--- config.mk ---
export PLATFORM = sky130hd
export DESIGN_NAME = keypad_encoder_flat
export DESIGN_NICKNAME = d
export VERILOG_FILES = /design/src/rtl/keypad_encoder_if.sv /design/src/rtl/keypad_encoder.sv /design/src/flat_wrapper.sv
export SDC_FILE = /design/constraint.sdc
export NUM_CORES = 1
export LEC_CHECK = 0
export BUFFER_PORTS_ARGS = -buffer_cell sky130_fd_sc_hd__buf_2
export CAP_MARGIN = 5
export CELL_PAD_IN_SITES_DETAIL_PLACEMENT = 1
export CELL_PAD_IN_SITES_GLOBAL_PLACEMENT = 1
export CORE_ASPECT_RATIO = 2
export CORE_MARGIN = 2
export CORE_UTILIZATION = 40
export DETAILED_ROUTE_END_ITERATION = 10
export HOLD_SLACK_MARGIN = 0.06
export PLACE_DENSITY_LB_ADDON = 0.1
export SYNTH_ARGS = -nofsm -noshare
export SYNTH_HDL_FRONTEND = slang
export SYNTH_SLANG_ARGS = --single-unit
--- constraint.sdc ---
create_clock -name clock -period 2.4 [get_ports clock]
set_input_delay 0.48 -clock clock [delete_from_list [all_inputs] [get_ports clock]]
set_output_delay 0.48 -clock clock [all_outputs]
set_load 0.005 [all_outputs]
--- src/rtl/keypad_encoder_if.sv ---
// Keypad-side bundle of the keypad encoder.
// Latency: none; this is wiring only.
// Backpressure: none; loadn is a one-shot strobe that the timer must take.
// Ports:
//   keypad[9:0] raw key lines, inhibit (timer counting),
//   data[3:0] BCD digit, loadn active-low strobe, busy entry in progress.
// The master side drives the keys and the inhibit. The slave side is the encoder.
`timescale 1ns/1ps
interface keypad_encoder_if;
  logic [9:0] keypad;
  logic       inhibit;
  logic [3:0] data;
  logic       loadn;
  logic       busy;

  modport master (
    output keypad,
    output inhibit,
    input  data,
    input  loadn,
    input  busy
  );

  modport slave (
    input  keypad,
    input  inhibit,
    output data,
    output loadn,
    output busy
  );
endinterface

--- src/rtl/keypad_encoder.sv ---
// Ten-key pad to BCD loader: sync, debounce, chord reject, one loadn strobe per press.
// Latency: a key stable before edge k gives loadn low after edge k+1+DEBOUNCE_CYCLES, for one clock.
// Backpressure: inhibit blocks new entries and aborts a debounce. A held key never re-strobes.
// Ports:
//   clock, clearn   rising-edge clock and async active-low reset
//   kp (slave)      keypad/inhibit in; data/loadn/busy out
`timescale 1ns/1ps
module keypad_encoder #(
  parameter int unsigned DEBOUNCE_CYCLES = 4   // 1..255
) (
  input  logic            clock,
  input  logic            clearn,
  keypad_encoder_if.slave kp
);

  typedef enum logic [1:0] {
    IDLE     = 2'd0,
    DEBOUNCE = 2'd1,
    LOAD     = 2'd2,
    RELEASE  = 2'd3
  } state_t;

  localparam logic [7:0] CNT_LAST   = 8'(DEBOUNCE_CYCLES - 1);
  localparam bit         SINGLE_CYC = (DEBOUNCE_CYCLES == 1);

  state_t     state;
  logic [9:0] sync_q;
  logic [9:0] keys_s;
  logic [9:0] cand;
  logic [7:0] cnt;
  logic       onehot;

  // Exactly one key down. The all-zero pattern and chords are both rejected.
  assign onehot = (keys_s != 10'd0) && ((keys_s & (keys_s - 10'd1)) == 10'd0);

  assign kp.busy = (state != IDLE);

  // Index of the set bit. The caller guarantees the argument is one-hot.
  function automatic logic [3:0] key_index(input logic [9:0] v);
    logic [3:0] idx;
    idx = 4'd0;
    for (int i = 0; i < 10; i++) begin
      if (v[i]) idx = 4'(i);
    end
    return idx;
  endfunction

  always_ff @(posedge clock or negedge clearn) begin
    if (!clearn) begin
      sync_q   <= '0;
      keys_s   <= '0;
      cand     <= '0;
      cnt      <= '0;
      state    <= IDLE;
      kp.data  <= 4'd0;
      kp.loadn <= 1'b1;
    end else begin
      sync_q <= kp.keypad;
      keys_s <= sync_q;

      case (state)
        IDLE: begin
          if (onehot && !kp.inhibit) begin
            cand <= keys_s;
            cnt  <= 8'd1;
            if (SINGLE_CYC) begin
              // A single matching sample already satisfies the debounce.
              state    <= LOAD;
              kp.loadn <= 1'b0;
              kp.data  <= key_index(keys_s);
            end else begin
              state <= DEBOUNCE;
            end
          end
        end

        DEBOUNCE: begin
          // The inhibit check comes first, so it wins on the edge that would otherwise load.
          if (kp.inhibit || (keys_s != cand)) begin
            state <= IDLE;
            cnt   <= 8'd0;
          end else if (cnt == CNT_LAST) begin
            state    <= LOAD;
            kp.loadn <= 1'b0;
            kp.data  <= key_index(cand);
          end else begin
            cnt <= cnt + 8'd1;
          end
        end

        LOAD: begin
          kp.loadn <= 1'b1;
          cnt      <= 8'd0;
          state    <= RELEASE;
        end

        RELEASE: begin
          // Re-arm only after a full run of all-keys-up samples. Any key activity,
          // including a chord or a bounce, restarts the run.
          if (keys_s != 10'd0) begin
            cnt <= 8'd0;
          end else if (cnt == CNT_LAST) begin
            cnt   <= 8'd0;
            state <= IDLE;
          end else begin
            cnt <= cnt + 8'd1;
          end
        end

        default: state <= IDLE;
      endcase
    end
  end

endmodule

--- src/flat_wrapper.sv ---
// flat-port wrapper written by rule: the top's interface ports become plain ports
module keypad_encoder_flat 
#(
  parameter int unsigned DEBOUNCE_CYCLES = 4            
)
  (clock, clearn, kp_keypad, kp_inhibit, kp_data, kp_loadn, kp_busy);
  keypad_encoder_if kp_i ();
  input  logic clock;
  input  logic clearn;
  input wire logic [$bits(kp_i.keypad)-1:0] kp_keypad;
  input wire logic [$bits(kp_i.inhibit)-1:0] kp_inhibit;
  output wire logic [$bits(kp_i.data)-1:0] kp_data;
  output wire logic [$bits(kp_i.loadn)-1:0] kp_loadn;
  output wire logic [$bits(kp_i.busy)-1:0] kp_busy;
  assign kp_i.keypad = kp_keypad;
  assign kp_i.inhibit = kp_inhibit;
  assign kp_data = kp_i.data;
  assign kp_loadn = kp_i.loadn;
  assign kp_busy = kp_i.busy;
  keypad_encoder #(.DEBOUNCE_CYCLES(DEBOUNCE_CYCLES)) u_core (.clock(clock), .clearn(clearn), .kp(kp_i));
endmodule
* After elaboration in Yosys (flattened, before gate mapping) *
Cells that the tools add are included.
Widths: inputs -> output; s select.

storage, ports and cells
  register bits = 45
  input bits = 13
  output and inout port bits = 6
  word-level logic and storage cells = 61

cells by class
  add/subtract/negate cells = 2
  eq/ne operators = 12
  multiplexer cells = 24
  bitwise logic cells = 2
  reduce and logical (&&, ||, !) cells = 14

operators with widths
  kind                   count
  $mux 8                 5
  $pmux 8 s4             1
  $mux 2                 7
  $mux 3                 4
  $and 10x10->10         1
  $logic_not 10->1       1
  $ne 10x10->1           1
  $reduce_bool 10->1     1
  $sub 10x1->10 const B  1
  $add 8x1->8 const B    1
  $eq 8x2->1 const B     1
  $mux 4                 2
  $pmux 2 s4             1
  $ne 2x1->1 const B     3
  $reduce_and 3->1       2
  $eq 2x2->1 const B     2
  $ne 2x2->1 const B     2
  $reduce_and 2->1       2
  $reduce_and 4->1       1
  $reduce_bool 2->1      2
  $mux 1                 3
  $ne 3x1->1 const B     1
  $ne 3x2->1 const B     1
  $eq 2x1->1 const B     1
  other kinds (6)        7

* Depth between registers and ports, before layout *
  depth in word-level cells = 9
  depth in mapped cells = 8
  depth with buffers taken out = 7

* Worst setup path after synthesis *
OpenSTA, ideal clock, no wires.

  path kind = reg2reg
  start point = register u_core.keys_s[0]
  end point = register u_core.cand[0]
  library setup time = 0.125 ns
  arrival = 2.105 ns
  data required time = 2.275 ns
  path slack = 0.170 ns
  cell stages (with the launch flop) = 8
  buffers on the path = 1
  clock period less this slack = 2.230 ns
  path through = dfrtp_1 > or4_1 > o211ai_1 > o31ai_1 > o21ai_2 > or2_1 > buf_6 > mux2_4

between the ends
  longest elaborated chain between the ends = 6
  elaborated cells between the ends (all ways) = 7
  classes of those cells = add/sub: 1; bitwise: 1; reduce/logical: 5

RTL lines
  element                            RTL line              source
  start: declaration                 keypad_encoder.sv:28  logic [9:0] keys_s;
  start signal: assignment           keypad_encoder.sv:59  keys_s <= sync_q;
  $sub 10x1->10                      keypad_encoder.sv:34  assign onehot = (keys_s != 10'd0) && ((keys_s & (keys_s - 10'd1)) == 10'd0);
  $and 10x10->10                     keypad_encoder.sv:34
  $logic_not 10->1                   keypad_encoder.sv:34
  $logic_and 1x1->1                  keypad_encoder.sv:34
  $logic_and 1x1->1                  keypad_encoder.sv:63  if (onehot && !kp.inhibit) begin
  $reduce_and 2->1 (no source line)  -
  end signal: assignment             keypad_encoder.sv:64  cand <= keys_s;
  end: declaration                   keypad_encoder.sv:29  logic [9:0] cand;

Parallel ways exist; a longest one is shown, timed or not.
A chain may end at the register's enable or synchronous reset.

* Worst setup path after layout *
  start point = register u_core.keys_s[4]
  end point = register u_core.cnt[2]

between the ends
  longest elaborated chain between the ends = 7
  elaborated cells between the ends (all ways) = 14
  classes of those cells = add/sub: 1; eq/ne: 3; mux: 3; bitwise: 1; reduce/logical: 6

RTL lines
  element                            RTL line               source
  $sub 10x1->10                      keypad_encoder.sv:34
  $and 10x10->10                     keypad_encoder.sv:34
  $logic_not 10->1                   keypad_encoder.sv:34
  $logic_and 1x1->1                  keypad_encoder.sv:34
  $logic_and 1x1->1                  keypad_encoder.sv:63
  $ne 2x1->1 (no source line)        -
  $reduce_and 2->1 (no source line)  -
  end signal: assignment             keypad_encoder.sv:87   cnt <= cnt + 8'd1;
  end signal: assignment             keypad_encoder.sv:106  cnt <= cnt + 8'd1;
  end: declaration                   keypad_encoder.sv:30   logic [7:0] cnt;

Parallel ways exist; a longest one is shown, timed or not.

==> key figures <==
Finish
  – Commonest non-fill, non-tap cell in the layout: dfrtp_1
  – Antenna diodes: 0
  – Final instance area: around 2500 um2
  – Nets: 225
  – Syn-to-layout area delta: 20.9%
  – Highest-count cells in the layout ignoring fill and taps: dfrtp_1 (43), buf_2 (18), buf_4 (16)
  – Post-Layout Cell Count: roughly 270
  – Final Core Density: 49.3%
  – Layout cell share with drive strength beyond 1: 35.1%

Route
  – Routed length per instance: between 15 and 20 um
  – Total Wirelength: 4870 um
  – Overall via count from detail_route: 1471
  – DRT iter0 DRCs: 8
  – TritonRoute pass-1 iters: 3
  – Vias per cell: about 5.5
  – Post-route ant nets: 0
  – Residual DRC: 0

Die
  – Initial Utilization: roughly two fifths
  – Die W: between 50 and 60 um
  – Rows: 37
  – DIE AREA: between 5000 and 6000 um2
  – Core area: between 5000 and 6000 um2
  – Io pins: 19
  – Die height: between 100 and 150 um

Min path
  – Hold WC Path Type: input pin to asynchronous set/reset pin

Logic synthesis
  – Number of enable flip-flop cells after synthesis: 0
  – Synth Flop Type: dfrtp_1
  – Cell Area, Synth: approximately 2100 um2
  – Post-synthesis net count: approximately 190
  – Seq/Total Area, Yosys: between 50 and 60%
  – Cell taking the most area after synthesis: dfrtp_1
  – Yosys warns: 0
  – Async S/R FF share, synth: 100%
  – Distinct cell type count after synthesis: between 40 and 50
  – Synth Instances: 170
  – Synth top area share: between 50% and 60%
  – Syn Area/Cell: around 12 um2
  – Leading post-synthesis cells by cell area: dfrtp_1 (53%), mux2_4 (6.5%), xor2_1 (4.6%), ha_1 (3.0%), a21oi_1 (1.9%)
  – Seq cells post-synth: 45

Setup path
  – R2R setup slack: 90 ps
  – R2r endpoint: u_core.cnt[2]$_DFFE_PN0P_
  – Cell Chain, Critical Path: maj3_1, or3_2, a31oi_4, o21ai_2, buf_4, and2_2, a211o_1
  – CP Capture Type: flop
  – WP buf/inv: 1
  – CP Data Required Time: approximately 2600 ps
  – Max FO, Critical Path: 7
  – Critical Path Max Stage Delay: about 450 ps
  – Crit start category: flop
  – CP delay by family, top: simple AND/OR/NAND/NOR gates
  – Crit-path slowest cell: dfrtp_2
  – Worst Reg-to-Reg Cells: 7
  – Crit path depth: 7
  – Crit Path Category: flop to flop
  – Worst R2R Start: u_core.keys_s[4]$_DFF_PN0_
  – Arr. time, crit path: around 2500 ps

Power
  – P per Cell Area: approximately 700 nW/um2
  – P_leak: about 1.2 nW
  – Worst IR drop on VDD: just under 0.0005 V

Clocking
  – CTS Sinks: 45
  – CTS buffer count: 5
  – H-tree depth: 2
  – Clock-pin slew on the worst setup and hold paths: about 80 ps
  – CTS tree: built
  – Hold Buf Count CTS: 0
  – Root Driver: clkbuf_8
  – Later-pin clock latency in the skew report: 290 ps
  – Max clock buf depth: 2

STA
  – Final period utilization: between 90% and 100%
  – RSZ-0062 raised after global routing: true
  – Final worst path period need: between 2000 and 2500 ps
  – TNS Setup: 0 ps
  – Slew margin rel.: between 70% and 80%
  – Fmax: approximately 430 MHz
  – Min Hold Slack: about 110 ps
  – Clk_skew: 3.95 ps
  – Max-slew violations: 0
  – Endpoints failing hold: 0
  – Final setup violating endpoints: 0
  – Worst Max-Slew Pin Slew: ~430 ps

GRT
  – Largest net degree at the start of global routing: 29
  – GR Overflow Total: 0
  – Total track usage: a little under a fifth
  – Initial antenna violation count: 0
  – Number of global-route vias before repair: 1614
  – Wire length of the first global-routing pass: around 7700 um

Place
  – Port buffer count: 18
  – GPL Wtd Cong: 0.861
  – HPWL Detailed: 3760 um
  – Post-DP Area: roughly 2300 um2
  – # placed instances: between 200 and 300

Flow run
  – Max cap viols: 0

Run status
  – Status: complete, no violations
[flip-flops by register name, indices dropped and copies added (netlist names), named ones only]
register         flops
u_core.cand         10
u_core.cnt           8
u_core.keys_s       10
u_core.kp.data       4
u_core.kp.loadn      1
u_core.state         1
u_core.sync_q       10
[worst max path at each step]
stage	start	end	slack [ps]
global placement	u_core.keys_s[4]$_DFF_PN0_	u_core.cand[8]$_DFFE_PN0P_	-10
global route	u_core.keys_s[4]$_DFF_PN0_	u_core.cnt[2]$_DFFE_PN0P_	-10
CTS	u_core.keys_s[4]$_DFF_PN0_	u_core.cnt[1]$_DFFE_PN0P_	10
floorplan	u_core.keys_s[0]$_DFF_PN0_	u_core.cand[0]$_DFFE_PN0P_	170
detailed placement	u_core.keys_s[0]$_DFF_PN0_	u_core.cand[6]$_DFFE_PN0P_	-90
finish	u_core.keys_s[4]$_DFF_PN0_	u_core.cnt[2]$_DFFE_PN0P_	90
[stage by stage]
stage	setup slack, ps	power [mW]
2_1_floorplan	170	1.09
3_3_place_gp	-13.9	1.18
3_5_place_dp	-89.2	1.19
4_1_cts	10.5	1.78
5_1_grt	-10.6	1.86
6_report	85.9	1.76
[what timing repair did]
item / CTS / global route
endpoints found under the setup margin: 11 / 5
pin swaps: 0 / 0
resized for setup: 4 / 10
endpoints found under the hold margin: 0 / 0
buffers inserted: 0 / 1
[layout make-up]
type                    instances  area, um2
well taps                      58       72.6
repair buffers                 34        210
clock buffers                   6       72.6
fillers                       570       2580
clock inverters                 2       38.8
multi-input cells             110        946
inverters                      11       41.3
flip-flops and latches         45       1130
[per-layer routing]
| metal | vias up | share of wire, % | global-route usage, % |
|---|---|---|---|
| li1 | 686 | - | - |
| met1 | 748 | 33 | 16.9 |
| met2 | 27 | 62 | 36.0 |
| met3 | 10 | 2.5 | 3.12 |
| met4 | 0 | 3.0 | 9.06 |
| met5 | - | 0 | 0 |
[kinds of logic (layout without fill, tap and decap cells)]
kind of cell             Yosys count  count (layout)  synth area share, %
AND/OR/NAND/NOR                   41              41                 11.7
multiplexers                      14              14                 9.10
AO/OA/AOI/OAI                     38              38                 13.2
adder cells (fa/ha/maj)            6               6                 3.50
buffers and inverters             15              53                 3.56
XOR/XNOR                          11              11                 4.64
flip-flops                        45              45                 54.3
[power breakdown]
part           switching, mW  internal [mW]  total (mW)
clock                  0.255          0.313       0.568
sequential            0.0614          0.810       0.872
combinational          0.169          0.154       0.324
[synth_stat cells, types with 3 or more instances]
library cell and number:
nand2b_1 3, nor4b_1 3, xor2_1 11, o21ai_0 5, a21o_1 4, nor3_1 4, ha_1 5, inv_1 10
mux2_4 9, nand3_1 4, nor2_1 5, and3_1 3, mux2_2 3, or4_1 3, nor4_1 3, nand2_1 5
a21oi_1 8, o2bb2ai_1 3, dfrtp_1 44
(Power assumes the default switching activity.)
